File: config.mk
export PLATFORM = sky130hd
export DESIGN_NAME = bb_scrambler_flat
export DESIGN_NICKNAME = d
export VERILOG_FILES = /design/src/rtl/bb_scrambler_pkg.sv /design/src/rtl/bb_scrambler_if.sv /design/src/rtl/bb_scrambler_lfsr.sv /design/src/rtl/bb_scrambler.sv /design/src/flat_wrapper.sv
export SDC_FILE = /design/constraint.sdc
export NUM_CORES = 1
export LEC_CHECK = 0
export CORE_MARGIN = 4
export CORE_UTILIZATION = 44
export CTS_CLUSTER_DIAMETER = 40
export DETAILED_ROUTE_END_ITERATION = 10
export PLACE_DENSITY = 0.85
export SYNTH_ARGS = -nofsm -noshare
export SYNTH_HDL_FRONTEND = slang
export SYNTH_HIERARCHICAL = 1
export SYNTH_SLANG_ARGS = --single-unit
File: constraint.sdc
create_clock -name clk -period 1.3 [get_ports clk]
set_input_delay 0.39 -clock clk [delete_from_list [all_inputs] [get_ports clk]]
set_output_delay 0.39 -clock clk [all_outputs]
set_load 0.02 [all_outputs]
File: src/rtl/bb_scrambler_pkg.sv
// Shared constants and types for the baseband energy-dispersal scrambler.
// PRBS generator is 1 + x^14 + x^15 over a 15-stage register r[1:15].
package bb_scrambler_pkg;

    localparam int PRBS_LEN = 15;
    localparam logic [1:PRBS_LEN] DVB_INIT_STATE = 15'b100101010000000;
    localparam int BBFRAME_BITS = 1504;
    localparam int TAP_A = 14;
    localparam int TAP_B = 15;

    // S_SEED: seed just loaded, d_reg empty. S_DATA: d_reg holds a bit to scramble.
    typedef enum logic [1:0] {
        S_IDLE = 2'd0,
        S_SEED = 2'd1,
        S_DATA = 2'd2
    } state_e;

endpackage

File: src/rtl/bb_scrambler_if.sv
// Serial data path bundle between the framer and the scrambler.
interface bb_scrambler_if;
    import bb_scrambler_pkg::*;

    // Handshake: no back-pressure. en qualifies in_bit (first high cycle is the
    // seed-load cycle, no data); scmb_en qualifies out_bit, one bit per clock.
    logic                in_bit;
    logic                en;
    logic [1:PRBS_LEN]   initial_state;
    logic                out_bit;
    logic                scmb_en;

    modport master (
        output in_bit, en, initial_state,
        input  out_bit, scmb_en
    );

    modport slave (
        input  in_bit, en, initial_state,
        output out_bit, scmb_en
    );

endinterface

File: src/rtl/bb_scrambler_lfsr.sv
// 15-stage Fibonacci LFSR, taps 14/15; prbs_bit is the feedback of the current state.
module prbs15_lfsr
    import bb_scrambler_pkg::*;
#(
    parameter int LEN = PRBS_LEN
) (
    input  logic           clk,
    input  logic           reset_n,
    input  logic           load,
    input  logic [1:LEN]   seed,
    input  logic           step,
    output logic           prbs_bit
);

    logic [1:LEN] r_q;
    logic [1:LEN] r_d;

    assign prbs_bit = r_q[TAP_A] ^ r_q[TAP_B];

    // Load wins over step so a new frame never inherits a pending step.
    always_comb begin
        r_d = r_q;
        if (load) begin
            r_d = seed;
        end else if (step) begin
            r_d = {prbs_bit, r_q[1:LEN-1]};
        end
    end

    always_ff @(posedge clk or negedge reset_n) begin
        if (!reset_n) begin
            r_q <= '0;
        end else begin
            r_q <= r_d;
        end
    end

endmodule

File: src/rtl/bb_scrambler.sv
// Serial scrambler top: en edge detection, input register, output register.
// Bit N captured at edge N is emitted scrambled on edge N+1.
module bb_scrambler #(
    parameter int PRBS_LEN = bb_scrambler_pkg::PRBS_LEN
) (
    input  logic                     clk,
    input  logic                     reset_n,
    bb_scrambler_if.slave            bus,
    output bb_scrambler_pkg::state_e dbg_state_o
);
    import bb_scrambler_pkg::*;

    state_e state_q;
    state_e state_d;
    logic   load;
    logic   capture;
    logic   scramble;
    logic   prbs_bit;
    logic   d_reg_q;
    logic   d_reg_d;
    logic   out_bit_q;
    logic   out_bit_d;
    logic   scmb_en_q;
    logic   scmb_en_d;

    always_comb begin
        state_d  = state_q;
        load     = 1'b0;
        capture  = 1'b0;
        scramble = 1'b0;
        unique case (state_q)
            S_IDLE: begin
                if (bus.en) begin
                    load    = 1'b1;
                    state_d = S_SEED;
                end
            end
            S_SEED: begin
                if (bus.en) begin
                    capture = 1'b1;
                    state_d = S_DATA;
                end else begin
                    state_d = S_IDLE;
                end
            end
            S_DATA: begin
                // The held bit is always flushed, even on the edge where en falls.
                scramble = 1'b1;
                if (bus.en) begin
                    capture = 1'b1;
                end else begin
                    state_d = S_IDLE;
                end
            end
            default: state_d = S_IDLE;
        endcase
    end

    always_comb begin
        d_reg_d   = capture  ? bus.in_bit : d_reg_q;
        out_bit_d = scramble ? (d_reg_q ^ prbs_bit) : out_bit_q;
        scmb_en_d = scramble;
    end

    always_ff @(posedge clk or negedge reset_n) begin
        if (!reset_n) begin
            state_q   <= S_IDLE;
            d_reg_q   <= 1'b0;
            out_bit_q <= 1'b0;
            scmb_en_q <= 1'b0;
        end else begin
            state_q   <= state_d;
            d_reg_q   <= d_reg_d;
            out_bit_q <= out_bit_d;
            scmb_en_q <= scmb_en_d;
        end
    end

    prbs15_lfsr #(
        .LEN (PRBS_LEN)
    ) u_lfsr (
        .clk      (clk),
        .reset_n  (reset_n),
        .load     (load),
        .seed     (bus.initial_state),
        .step     (scramble),
        .prbs_bit (prbs_bit)
    );

    assign bus.out_bit  = out_bit_q;
    assign bus.scmb_en  = scmb_en_q;
    assign dbg_state_o  = state_q;

endmodule

File: src/flat_wrapper.sv
// flat-port wrapper written by rule: the top's interface ports become plain ports
module bb_scrambler_flat import bb_scrambler_pkg::*;
#(
    parameter int PRBS_LEN = bb_scrambler_pkg::PRBS_LEN
)
  (clk, reset_n, dbg_state_o, bus_in_bit, bus_en, bus_initial_state, bus_out_bit, bus_scmb_en);
  bb_scrambler_if bus_i ();
  input  logic clk;
  input  logic reset_n;
  output bb_scrambler_pkg::state_e dbg_state_o;
  input wire logic [$bits(bus_i.in_bit)-1:0] bus_in_bit;
  input wire logic [$bits(bus_i.en)-1:0] bus_en;
  input wire logic [$bits(bus_i.initial_state)-1:0] bus_initial_state;
  output wire logic [$bits(bus_i.out_bit)-1:0] bus_out_bit;
  output wire logic [$bits(bus_i.scmb_en)-1:0] bus_scmb_en;
  assign bus_i.in_bit = bus_in_bit;
  assign bus_i.en = bus_en;
  assign bus_i.initial_state = bus_initial_state;
  assign bus_out_bit = bus_i.out_bit;
  assign bus_scmb_en = bus_i.scmb_en;
  bb_scrambler #(.PRBS_LEN(PRBS_LEN)) u_core (.clk(clk), .reset_n(reset_n), .bus(bus_i), .dbg_state_o(dbg_state_o));
endmodule
-- Word level (Yosys, flattened, before mapping)
Index checks and enable logic that the tools add are counted.
- bitwise gates (word level): 2
- divide/modulo/power cells: 0
- magnitude comparators: 0
- muxes and demuxes: 10
- equality and inequality tests: 4
- reduce and logical (&&, ||, !) cells: 4
- add/subtract/negate cells: 0
- shift-type cells: 0
- multipliers: 0
- operators by type and width (kind ; count):
    $mux W15 ; 2
    $mux W2 ; 3
    $pmux W2 S3 ; 1
    $mux W1 ; 4
    $ne A2 B2 Y1 const B ; 2
    $eq A2 B1 Y1 const B ; 1
    $eq A2 B2 Y1 const B ; 1
    $logic_not A2 Y1 ; 1
    $reduce_and A2 Y1 ; 1
    $reduce_bool A2 Y1 ; 1
    $reduce_or A2 Y1 ; 1
    $xor A1 B1 Y1 ; 2
- register bits: 20
- memories: 0
- output and inout port bits: 4
- word-level logic and storage cells: 25
- bits in writable memories: 0
- memory bits (read-only): 0
- latch bits: 0

-- Depth between registers and ports, before layout
Gate-level depths: netlist of run 1.
- depth in word-level cells: 4
- gate-level depth with buffers: 7

-- Modules after synthesis
Netlist of run 1, hierarchy kept.
- modules (own cells, without submodules) (module ; sequential area each (um2) ; cells each ; area each (um2) ; instances):
    prbs15_lfsr ; 375.4 ; 67 ; 730.7 ; 1
    bb_scrambler ; 125.1 ; 23 ; 280.3 ; 1

-- Worst setup path before layout of run 1
OpenSTA, ideal clock, no wires.
- path kind: register -> register
- from: reg u_core.state_q[1] (netlist: u_core/dbg_state_o[1])
- to: reg u_core/u_lfsr/r_q[2] (netlist name)
- period minus slack after synthesis: 1.555 ns
- path slack: -0.255 ns
- arrival: 1.429 ns
- required time: 1.174 ns
- path buffers: 2
- stages on the path, launching flop included: 8
- cells stage by stage: dfrtp_1 inv_1 ha_1 and2_2 buf_4 buf_4 nand2_1 o21ai_0
- longest elaborated chain between the ends: 3
- elaborated cells on any way between the ends: 6
- those cells by class: 1 x eq/ne; 3 x mux; 2 x reduce/logical
- ends and longest elaborated chain (element ; line ; RTL):
    start: declaration ; bb_scrambler.sv:13 ; state_e state_q;
    start signal: assignment ; bb_scrambler.sv:72 ; state_q <= state_d;
    $logic_not A2 Y1 (*) ; bb_scrambler.sv:31 ; unique case (state_q)
    $mux W1 (*) ; bb_scrambler.sv:31 ;
    named net u_core.load ; bb_scrambler.sv:15 ; logic load;
    $mux W15 / $reduce_bool A2 Y1 (equally long branches) ; -- ;
    end signal: assignment ; bb_scrambler_lfsr.sv:34 ; r_q <= r_d;
    end: declaration ; bb_scrambler_lfsr.sv:15 ; logic [1:LEN] r_q;
Mark *: on every way through the listed nets, which the timed path passes. The rest lies on a longest branch.
A chain may end at the register's enable or synchronous reset.

-- Worst setup path after layout of run 1
- from: reg u_core.state_q[0] (netlist: u_core/dbg_state_o[0])
- to: reg u_core/u_lfsr/r_q[1] (netlist name)
Same word-level chain as after synthesis.

==> flow_metrics.py, run 1 <==
metrics = {
    "timing": {
        "layout_setup_ws_ns": -0.02970,
        "rsz0062_at_grt": "yes",
        "clock_skew_ns": 0.005511,
        "finalSetupViolCount": 3,
        "slew_viol_final": 0,
        "slew_headroom_pct": 81.72,
        "max_freq_ghz": 0.7520,
        "worstMarginPinSlew_ns": 0.2733,
        "holdWs_ns": 0.4253,
        "final-hold-violation-count": 0,
        "fin_crit_sh_pct": 102.3,
        "period_needed_ns": 1.330,
    },
    "logic_synthesis": {
        "synthFlopType": "dfrtp_1",
        "synthesis.nets": 114,
        "synth_common_cells": "dfrtp_1 (20), mux2i_1 (17), nand2_1 (16)",
        "yosysTopAreaCell": "dfrtp_1",
        "synth_top_area_share_pct": 49.50,
        "synth_area_per_cell_um2": 11.23,
        "synth-edff-count": 0,
        "syn_area_mm2": 0.001011,
        "synthCells": 90,
        "ys_async_sr_fraction_pct": 100.0,
        "synth_seq_cells": 20,
        "yosysMostFrequentCell": "dfrtp_1",
        "yosysWarnings": 6,
        "ys_seq_area_share_pct": 49.50,
        "synth_area_leaders": "dfrtp_1 (50%), mux2i_1 (17%), ha_1 (6.2%)",
        "yosysUniqueCellTypes": 23,
    },
    "clock_tree": {
        "cts_made_buffers": 3,
        "root_buffer": "clkbuf_4",
        "postCtsHoldBufs": 0,
        "clock_latency_ns": 0.29,
        "cts_tree": "yes",
        "clkTransAtPathRegs_ns": 0.11,
        "cts_buffer_depth": 2,
        "cts.htree.levels": 1,
        "clkSinkCount": 20,
    },
    "setup_path": {
        "slowest_delay_ns": 0.44,
        "arrival_ns": 1.52,
        "worstPathCellList": "clkinv_4, ha_4, and2_4, and2_1, a211o_1",
        "slowest_stage": "dfrtp_2",
        "critPathTopFamily": "flip-flops",
        "cp-start-kind": "flop",
        "crit_type": "reg -> reg",
        "critPathBufInv": 1,
        "critPathRequiredTime_ns": 1.49,
        "endpoint_kind": "flop",
        "cp_max_fo": 5,
    },
    "detailed_routing": {
        "routed_via_density": 5.047,
        "antenna_left": 0,
        "wl_um": 1980,
        "first_iter_violations": 10,
        "num_vias": 752,
        "dr.pass1.iters": 4,
        "drc_errors": 0,
        "post_drt_wl_per_cell_um": 13.29,
    },
    "grt": {
        "grt_start_max_net_pins": 21,
        "grt_use_total_pct": 14.05,
        "grt_first_pass_wirelength_um": 3505,
        "antenna_found_initial": 0,
        "grt_pass1_vias": 839,
        "overflow": 0,
    },
    "placed_design": {
        "placed_cell_area_mm2": 0.001343,
        "gp_congestion": 0.7188,
        "portBuffers": 22,
        "dp_hpwl_um": 1495,
        "place_ws_ns": -0.3742,
    },
    "die": {
        "ios": 23,
        "die_h_um": 55.94,
        "initial_core_util_pct": 46.15,
        "row_count": 17,
        "die_area_mm2": 0.003129,
        "core_mm2": 0.002191,
        "fp.dieW_um": 55.94,
    },
    "power": {
        "p_per_area_mw_per_mm2": 2288,
        "peakVddDrop_mv": 1.381,
        "p_leak_uw": 0.0006108,
    },
    "finish": {
        "area_growth_pct": 42.45,
        "postLayoutCellArea_mm2": 0.001440,
        "fin_util_pct": 65.73,
        "n_antenna_cell": 0,
        "drive_gt1_share_pct": 27.27,
        "nets": 146,
    },
    "job": {
        "drv_cap": 0,
    },
    "outcome": {
        "outcome": "finished, violations left",
        "violations": "setup timing",
    },
    "min_path": {
        "hp-class": "in -> async",
    },
}
==> power breakdown <==
group	total (µW)	switching [µW]	internal (µW)
combinational	1660	776	881
sequential	1140	209	935
clock	494	182	311
total	3300	1170	2130
==> logic make-up after synthesis <==
| logic type | count (synthesis) | share of synthesized area, % |
|---|---|---|
| flip-flops | 20 | 49.50 |
| AND/OR/NAND/NOR | 21 | 9.036 |
| AO/OA/AOI/OAI | 16 | 8.663 |
| multiplexers | 19 | 19.06 |
| buffers and inverters | 7 | 5.816 |
| adder cells (fa/ha/maj) | 5 | 6.188 |
| XOR/XNOR | 2 | 1.733 |
==> stage by stage <==
stage | std cells | power (µW) | TNS (ns)
2_1_floorplan | 90 | 2221 | -0.2220
3_3_place_gp | 143 | 2585 | -3.888
3_5_place_dp | 143 | 2679 | -4.497
4_1_cts | 148 | 3238 | -0.1095
5_1_grt | 149 | 3554 | -0.5399
6_report | 149 | 3295 | -0.06710
==> path summary, 6_finish.rpt <==
| kind | slack (ns) | cells past startpoint | end | startpoint |
|---|---|---|---|---|
| max | -0.03 | 5 | u_core/u_lfsr/r_q[1] | u_core/dbg_state_o[0] |
| min | 0.43 | 2 | u_core/u_lfsr/r_q[10] | reset_n |
| max reg2reg | -0.03 | 5 | u_core/u_lfsr/r_q[1] | u_core/dbg_state_o[0] |
| min reg2reg | 0.54 | 1 | u_core/d_reg_q | u_core/d_reg_q |
| max in group asynchronous | 0.73 | 2 | u_core/dbg_state_o[0] | reset_n |
| min in group clk | 0.54 | 1 | u_core/d_reg_q | u_core/d_reg_q |
==> state kept, by name, summed over array words and instances (netlist names) <==
signal	count
u_core/u_lfsr/r_q	15
u_core/dbg_state_o	2
u_core/bus.out_bit	1
u_core/bus.scmb_en	1
u_core/d_reg_q	1
==> placed cells by master, fill, tap and decap left out, drive strengths merged <==
| cell type | Yosys | routed |
|---|---|---|
| a211o | 1 | 1 |
| a21oi | 1 | 1 |
| and2 | 2 | 2 |
| buf | 5 | 14 |
| bufinv | 0 | 1 |
| clkbuf | 0 | 3 |
| clkdlybuf4s50 | 0 | 18 |
| clkinv | 0 | 1 |
| dfrtp | 20 | 20 |
| ha | 5 | 5 |
| inv | 2 | 1 |
| mux2 | 2 | 2 |
| mux2i | 17 | 17 |
| nand2 | 16 | 16 |
| nor2 | 1 | 1 |
| nor2b | 1 | 1 |
| nor3b | 1 | 1 |
| o21ai | 14 | 14 |
| xnor2 | 1 | 1 |
| xor2 | 1 | 1 |
==> repair_timing <==
item,4_1_cts,5_1_grt
pin swaps,1,1
setup endpoints to repair,15,19
resized for setup,21,8
setup buffers,1,1
hold endpoints to repair,0,0
==> layer usage <==
layer | vias up | GRT usage [%] | share of wire, %
li1 | 368 | - | -
met1 | 368 | 15.96 | 43
met2 | 16 | 25.00 | 52
met3 | 0 | 3.944 | 5.1
met4 | 0 | 5.085 | 0
met5 | - | 0 | 0
==> cell type report <==
class | count | area [µm²]
Inverter | 2 | 12.51
Timing Repair Buffer | 32 | 324.1
Clock inverter | 1 | 30.03
Tap cell | 28 | 35.03
Fill cell | 173 | 750.7
Sequential cell | 20 | 503.0
Multi-Input combinational cell | 63 | 513.0
Clock buffer | 3 | 22.52
Note: power is estimated with default switching activity, not from simulation.
==> run 2, diff against run 1 <==
--- a/config.mk
+++ b/config.mk
@@ -9,7 +9,8 @@
 export CORE_UTILIZATION = 44
 export CTS_CLUSTER_DIAMETER = 40
 export DETAILED_ROUTE_END_ITERATION = 10
-export PLACE_DENSITY = 0.85
+export PLACE_DENSITY = 0.74
+export SLEW_MARGIN = 15
 export SYNTH_ARGS = -nofsm -noshare
 export SYNTH_HDL_FRONTEND = slang
 export SYNTH_HIERARCHICAL = 1
==> run 2 against run 1 <==
  * The flow still finishes with violations (setup timing)
  * Clock power hardly changed
  * Utilization did not move
  * Clock skew fell by 0.0035 ns
  * Combinational power hardly changed
  * Via count shrank 4.0%
  * First-iteration DRC count fell by 30%
  * Global-route usage shrank 1.0 points
  * Setup slack improved by 0.0039 ns
  * Worst hold slack better by 0.00069 ns
==> flow_metrics.py, run 2 (same netlist as run 1, synthesis figures left out) <==
metrics = {
    "setup_path": {
        "endpoint_kind": "flop",
        "slowest_delay_ns": 0.46,
        "cp_max_fo": 4,
        "startpoint": "u_core/dbg_state_o[1]",
        "crit_type": "reg -> reg",
        "worstPathCellList": "buf_6, ha_4, mux2i_1, mux2_1",
        "r2r_start": "u_core/dbg_state_o[1]",
        "critPathRequiredTime_ns": 1.48,
        "cp-start-kind": "flop",
        "arrival_ns": 1.51,
        "slowest_stage": "dfrtp_2",
    },
    "power": {
        "peakVddDrop_mv": 1.349,
        "p_seq_share_pct": 34.7,
        "p_sw_share_pct": 35.21,
        "p_leak_uw": 0.0006120,
        "p_comb_share_pct": 50.3,
        "pwr-share-clk_pct": 15.0,
        "p_sw_uw": 1157,
        "p_int_uw": 2129,
        "p_per_area_mw_per_mm2": 2281,
    },
    "outcome": {
        "outcome": "finished, violations left",
        "violations": "setup timing",
    },
    "finish": {
        "fin_util_pct": 65.73,
        "area_growth_pct": 42.45,
        "largest_register_ffs": 15,
        "nets": 147,
        "instances_no_fill": 150,
        "drive_gt1_share_pct": 26.23,
        "regMostFlops": "u_core/u_lfsr/r_q",
        "most-common-layout-cells": "clkdlybuf4s50_1 (18), dfrtp_1 (18), mux2i_1 (16), nand2_1 (15), o21ai_1 (12)",
        "n_antenna_cell": 0,
    },
    "timing": {
        "worstMarginPinSlew_ns": 0.2859,
        "max_freq_ghz": 0.7542,
        "clock_skew_ns": 0.001996,
        "period_needed_ns": 1.326,
        "fin_crit_sh_pct": 102.0,
        "holdWs_ns": 0.4260,
        "slew_headroom_pct": 80.87,
        "slew_viol_final": 0,
        "final-hold-violation-count": 0,
        "rsz0062_at_grt": "yes",
        "layout_setup_ws_ns": -0.02585,
        "finalSetupViolCount": 4,
    },
    "grt": {
        "grt_use_total_pct": 13.03,
        "grt_first_pass_wirelength_um": 3256,
        "overflow": 0,
        "grt_pass1_vias": 739,
        "antenna_found_initial": 0,
        "grt_start_max_net_pins": 21,
    },
    "clock_tree": {
        "root_buffer": "clkbuf_4",
        "cts_buffer_depth": 2,
        "clock_latency_ns": 0.29,
        "clkSinkCount": 20,
        "cts_tree": "yes",
        "clkTransAtPathRegs_ns": 0.11,
        "postCtsHoldBufs": 0,
        "cts_made_buffers": 3,
        "cts.htree.levels": 1,
    },
    "placed_design": {
        "gp_congestion": 0.7148,
        "portBuffers": 22,
        "dp_hpwl_um": 1418,
        "dp.cells": 144,
    },
    "die": {
        "row_count": 17,
        "ios": 23,
        "die_h_um": 55.94,
        "core_mm2": 0.002191,
        "die_area_mm2": 0.003129,
        "fp.dieW_um": 55.94,
        "initial_core_util_pct": 46.15,
    },
    "job": {
        "drv_cap": 0,
    },
    "detailed_routing": {
        "dr.pass1.iters": 2,
        "wl_um": 1899,
        "first_iter_violations": 7,
        "drc_errors": 0,
        "num_vias": 722,
        "antenna_left": 0,
        "post_drt_wl_per_cell_um": 12.66,
        "routed_via_density": 4.813,
    },
    "min_path": {
        "hp-class": "in -> async",
    },
}
-- run 2: cell types whose count changed in the layout (fill, tap and decap cells not counted), sizes merged --
cell  before  now
buf       14   15
-- run 2: critical path, delay by kind of cell (launching register included) --
family,cells,cell delay (ns)
buffers and inverters,1,0.13
adders and majority gates,1,0.15
DFF,1,0.46
muxes,2,0.48
-- run 2: final timing paths --
kind,endpoint,slack (ns),cells after the start
setup / recovery,u_core/dbg_state_o[0],-0.03,4
hold / removal,u_core/u_lfsr/r_q[11],0.43,2
setup reg to reg,u_core/dbg_state_o[0],-0.03,4
hold reg to reg,u_core/d_reg_q,0.54,1
max in group asynchronous,u_core/dbg_state_o[0],0.73,2
min in group clk,u_core/d_reg_q,0.54,1
-- run 2: what timing repair did --
| item | 4_1_cts | 5_1_grt |
|---|---|---|
| pin swaps | 1 | 2 |
| setup endpoints to repair | 20 | 19 |
| buffers inserted | 1 | 1 |
| resized for setup | 20 | 8 |
-- run 2: layer usage --
layer	global-route usage [%]	routed length (µm)	part of all wire (%)
met4	3.051	0	0
met5	0	0	0
met2	21.96	997	53
met3	3.480	75	3.9
met1	16.69	825	43
-- run 2: area by class of cell --
class	count	area [µm²]
multi-input combinational	63	503.0
sequential	20	503.0
tap	28	35.03
clock buffer	3	22.52
timing repair buffer	33	334.1
fill	173	750.7
clock inverter	1	30.03
inverter	2	12.51
-- run 2: stage by stage --
step	TNS, ns	total power (µW)	area, µm²	setup WS [ns]
2_1_floorplan	-0.2220	2221	1055	-0.03320
3_3_place_gp	-3.384	2618	1350	-0.2573
3_5_place_dp	-3.788	2688	1350	-0.2893
4_1_cts	-0.06670	3238	1418	-0.02326
5_1_grt	-0.5603	3536	1440	-0.05608
6_report	-0.05445	3285	1440	-0.02585
-- run 2: power by group through the flow --
stage / combinational (µW) / sequential [µW] / clock (µW)
floorplan: 1040 / 1180 / 0
global placement: 1490 / 1130 / 0
detailed placement: 1550 / 1140 / 0
CTS: 1590 / 1130 / 511
global route: 1830 / 1180 / 531
finish: 1650 / 1140 / 492
==> run 3, diff against run 2 <==
--- a/config.mk
+++ b/config.mk
@@ -15,3 +15,4 @@
 export SYNTH_HDL_FRONTEND = slang
 export SYNTH_HIERARCHICAL = 1
 export SYNTH_SLANG_ARGS = --single-unit
+export TNS_END_PERCENT = 30
==> run 3 against run 2 <==
  * The run still ends with setup timing left
  * Final area is 1.6% higher
  * First-iteration DRC count rose by 14%
  * Critical path depth shrank 1
  * Worst hold slack got worse by 0.024 ns
  * Setup slack lost 0.016 ns
  * Die area stayed put
  * Sequential cell count unchanged
  * Clock-buffer cell count stayed put
  * Via count is the same
  * Maximum frequency fell by 1.2%
  * Sequential power is essentially flat
  * Wire length is 2.6% lower
  * Critical path type is now in -> reg
==> flow_metrics.py, run 3 (same netlist as run 1, synthesis figures left out) <==
metrics = {
    "outcome": {
        "outcome": "finished, violations left",
        "violations": "setup timing",
    },
    "finish": {
        "largest_register_ffs": 15,
        "fillers": 175,
        "nets": 149,
        "n_antenna_cell": 0,
        "area_growth_pct": 44.68,
        "drive_gt1_share_pct": 26.61,
        "seq_area_um2": 503.0,
        "most-common-layout-cells": "clkdlybuf4s50_1 (18), dfrtp_1 (18), nand2_1 (16), mux2i_1 (16), o21ai_1 (10)",
        "multi_input_area_um2": 506.7,
        "regMostFlops": "u_core/u_lfsr/r_q",
        "fin_util_pct": 66.76,
    },
    "setup_path": {
        "r2r_start": "u_core/dbg_state_o[1]",
        "slowest_stage": "clkdlybuf4s50_1",
        "cp-start-kind": "primary input",
        "crit_type": "in -> reg",
        "endpoint_kind": "flop",
        "cp_max_fo": 3,
        "arrival_ns": 1.53,
        "reg2regPathDepth": 4,
        "rrSetupSlack_ns": -0.02,
        "worstPathCellList": "clkdlybuf4s50_1, mux2i_4, mux2_4",
        "critPathBufInv": 1,
        "slowest_delay_ns": 0.57,
        "critPathTopFamily": "multiplexers",
        "r2r-end": "u_core/dbg_state_o[0]",
        "critPathRequiredTime_ns": 1.49,
    },
    "power": {
        "p_comb_share_pct": 50.7,
        "p_sw_share_pct": 34.57,
        "p_per_area_mw_per_mm2": 2287,
        "p_seq_share_pct": 34.1,
        "p_sw_uw": 1156,
        "p_int_uw": 2188,
        "pwr-share-clk_pct": 15.2,
        "peakVddDrop_mv": 1.702,
        "p_leak_uw": 0.0006202,
        "power_uw": 3345,
    },
    "timing": {
        "final-hold-violation-count": 0,
        "slew_viol_final": 0,
        "clock_skew_ns": 0.01129,
        "slew_headroom_pct": 83.22,
        "layout_setup_ws_ns": -0.04174,
        "rsz0062_at_grt": "yes",
        "worstMarginPinSlew_ns": 0.2508,
        "finalSetupViolCount": 2,
        "max_freq_ghz": 0.7453,
        "fin_crit_sh_pct": 103.2,
        "period_needed_ns": 1.342,
    },
    "grt": {
        "grt_first_pass_wirelength_um": 3243,
        "grt_pass1_vias": 755,
        "antenna_found_initial": 0,
        "grt_start_max_net_pins": 21,
        "grt_use_total_pct": 13.11,
        "overflow": 0,
    },
    "die": {
        "initial_core_util_pct": 46.15,
        "ios": 23,
        "core_mm2": 0.002191,
        "fp.dieW_um": 55.94,
        "die_area_mm2": 0.003129,
        "row_count": 17,
        "die_h_um": 55.94,
    },
    "detailed_routing": {
        "dr.pass1.iters": 3,
        "num_vias": 722,
        "antenna_left": 0,
        "post_drt_wl_per_cell_um": 12.17,
        "first_iter_violations": 8,
        "wl_um": 1850,
        "routed_via_density": 4.750,
        "drc_errors": 0,
    },
    "clock_tree": {
        "clkSinkCount": 20,
        "cts_made_buffers": 3,
        "cts.htree.levels": 1,
        "root_buffer": "clkbuf_4",
        "cts_buffer_depth": 2,
        "clkTransAtPathRegs_ns": 0.12,
        "clock_latency_ns": 0.31,
        "cts_tree": "yes",
        "postCtsHoldBufs": 0,
    },
    "placed_design": {
        "portBuffers": 22,
        "gp_congestion": 0.7316,
        "dp_hpwl_um": 1407,
    },
    "job": {
        "drv_cap": 0,
    },
    "min_path": {
        "hp-class": "in -> async",
    },
}
[run 3: layout make-up]
type | instances | area share [%]
clock buffers | 3 | 1.540
clock inverters | 1 | 2.053
inverters | 2 | 0.6843
multi-input cells | 63 | 34.65
flip-flops and latches | 20 | 34.39
well taps | 28 | 2.395
repair buffers | 35 | 24.29
[run 3: timing repair]
action | 4_1_cts | 5_1_grt
buffers inserted | 3 | 0
resized for setup | 23 | 6
endpoints found under the setup margin | 16 | 17
pin swaps | 2 | 1
[run 3: worst max-delay path by stage]
stage | from | to | slack [ns] | cells after the start
after floorplan | u_core/dbg_state_o[1] | u_core/u_lfsr/r_q[2] | -0.03 | 7
after global placement | bus_en | u_core/dbg_state_o[0] | -0.26 | 3
after detailed placement | bus_en | u_core/dbg_state_o[0] | -0.30 | 3
after CTS | u_core/dbg_state_o[1] | u_core/dbg_state_o[0] | -0.03 | 4
after global routing | u_core/dbg_state_o[1] | u_core/u_lfsr/r_q[1] | -0.06 | 5
final | bus_en | u_core/dbg_state_o[0] | -0.04 | 3
[run 3: routing by layer]
layer	up-vias	part of all wire [%]	track usage, %
met5	-	0	0
met4	0	0	3.051
met3	0	6.0	5.800
met2	15	49	21.79
met1	335	44	15.60
li1	372	-	-
[run 3: per-stage QoR]
step | std cells | setup slack, ns | hold slack [ns] | area (µm²) | TNS, ns
2_1_floorplan | 90 | -0.03320 | 0.09441 | 1049 | -0.2334
3_3_place_gp | 145 | -0.2565 | 0.5082 | 1351 | -3.424
3_5_place_dp | 145 | -0.2981 | 0.5152 | 1351 | -3.813
4_1_cts | 152 | -0.03295 | 0.4027 | 1440 | -0.06479
5_1_grt | 152 | -0.06119 | 0.3971 | 1463 | -0.5050
6_report | 152 | -0.04174 | 0.4018 | 1463 | -0.04946
[run 3: power by group through the flow]
stage	sequential [µW]	clock (µW)	combinational [µW]
after global routing	1180	546	1880
after detailed placement	1160	0	1510
after floorplan	1170	0	1020
after global placement	1130	0	1460
after CTS	1140	518	1620
final	1140	507	1700
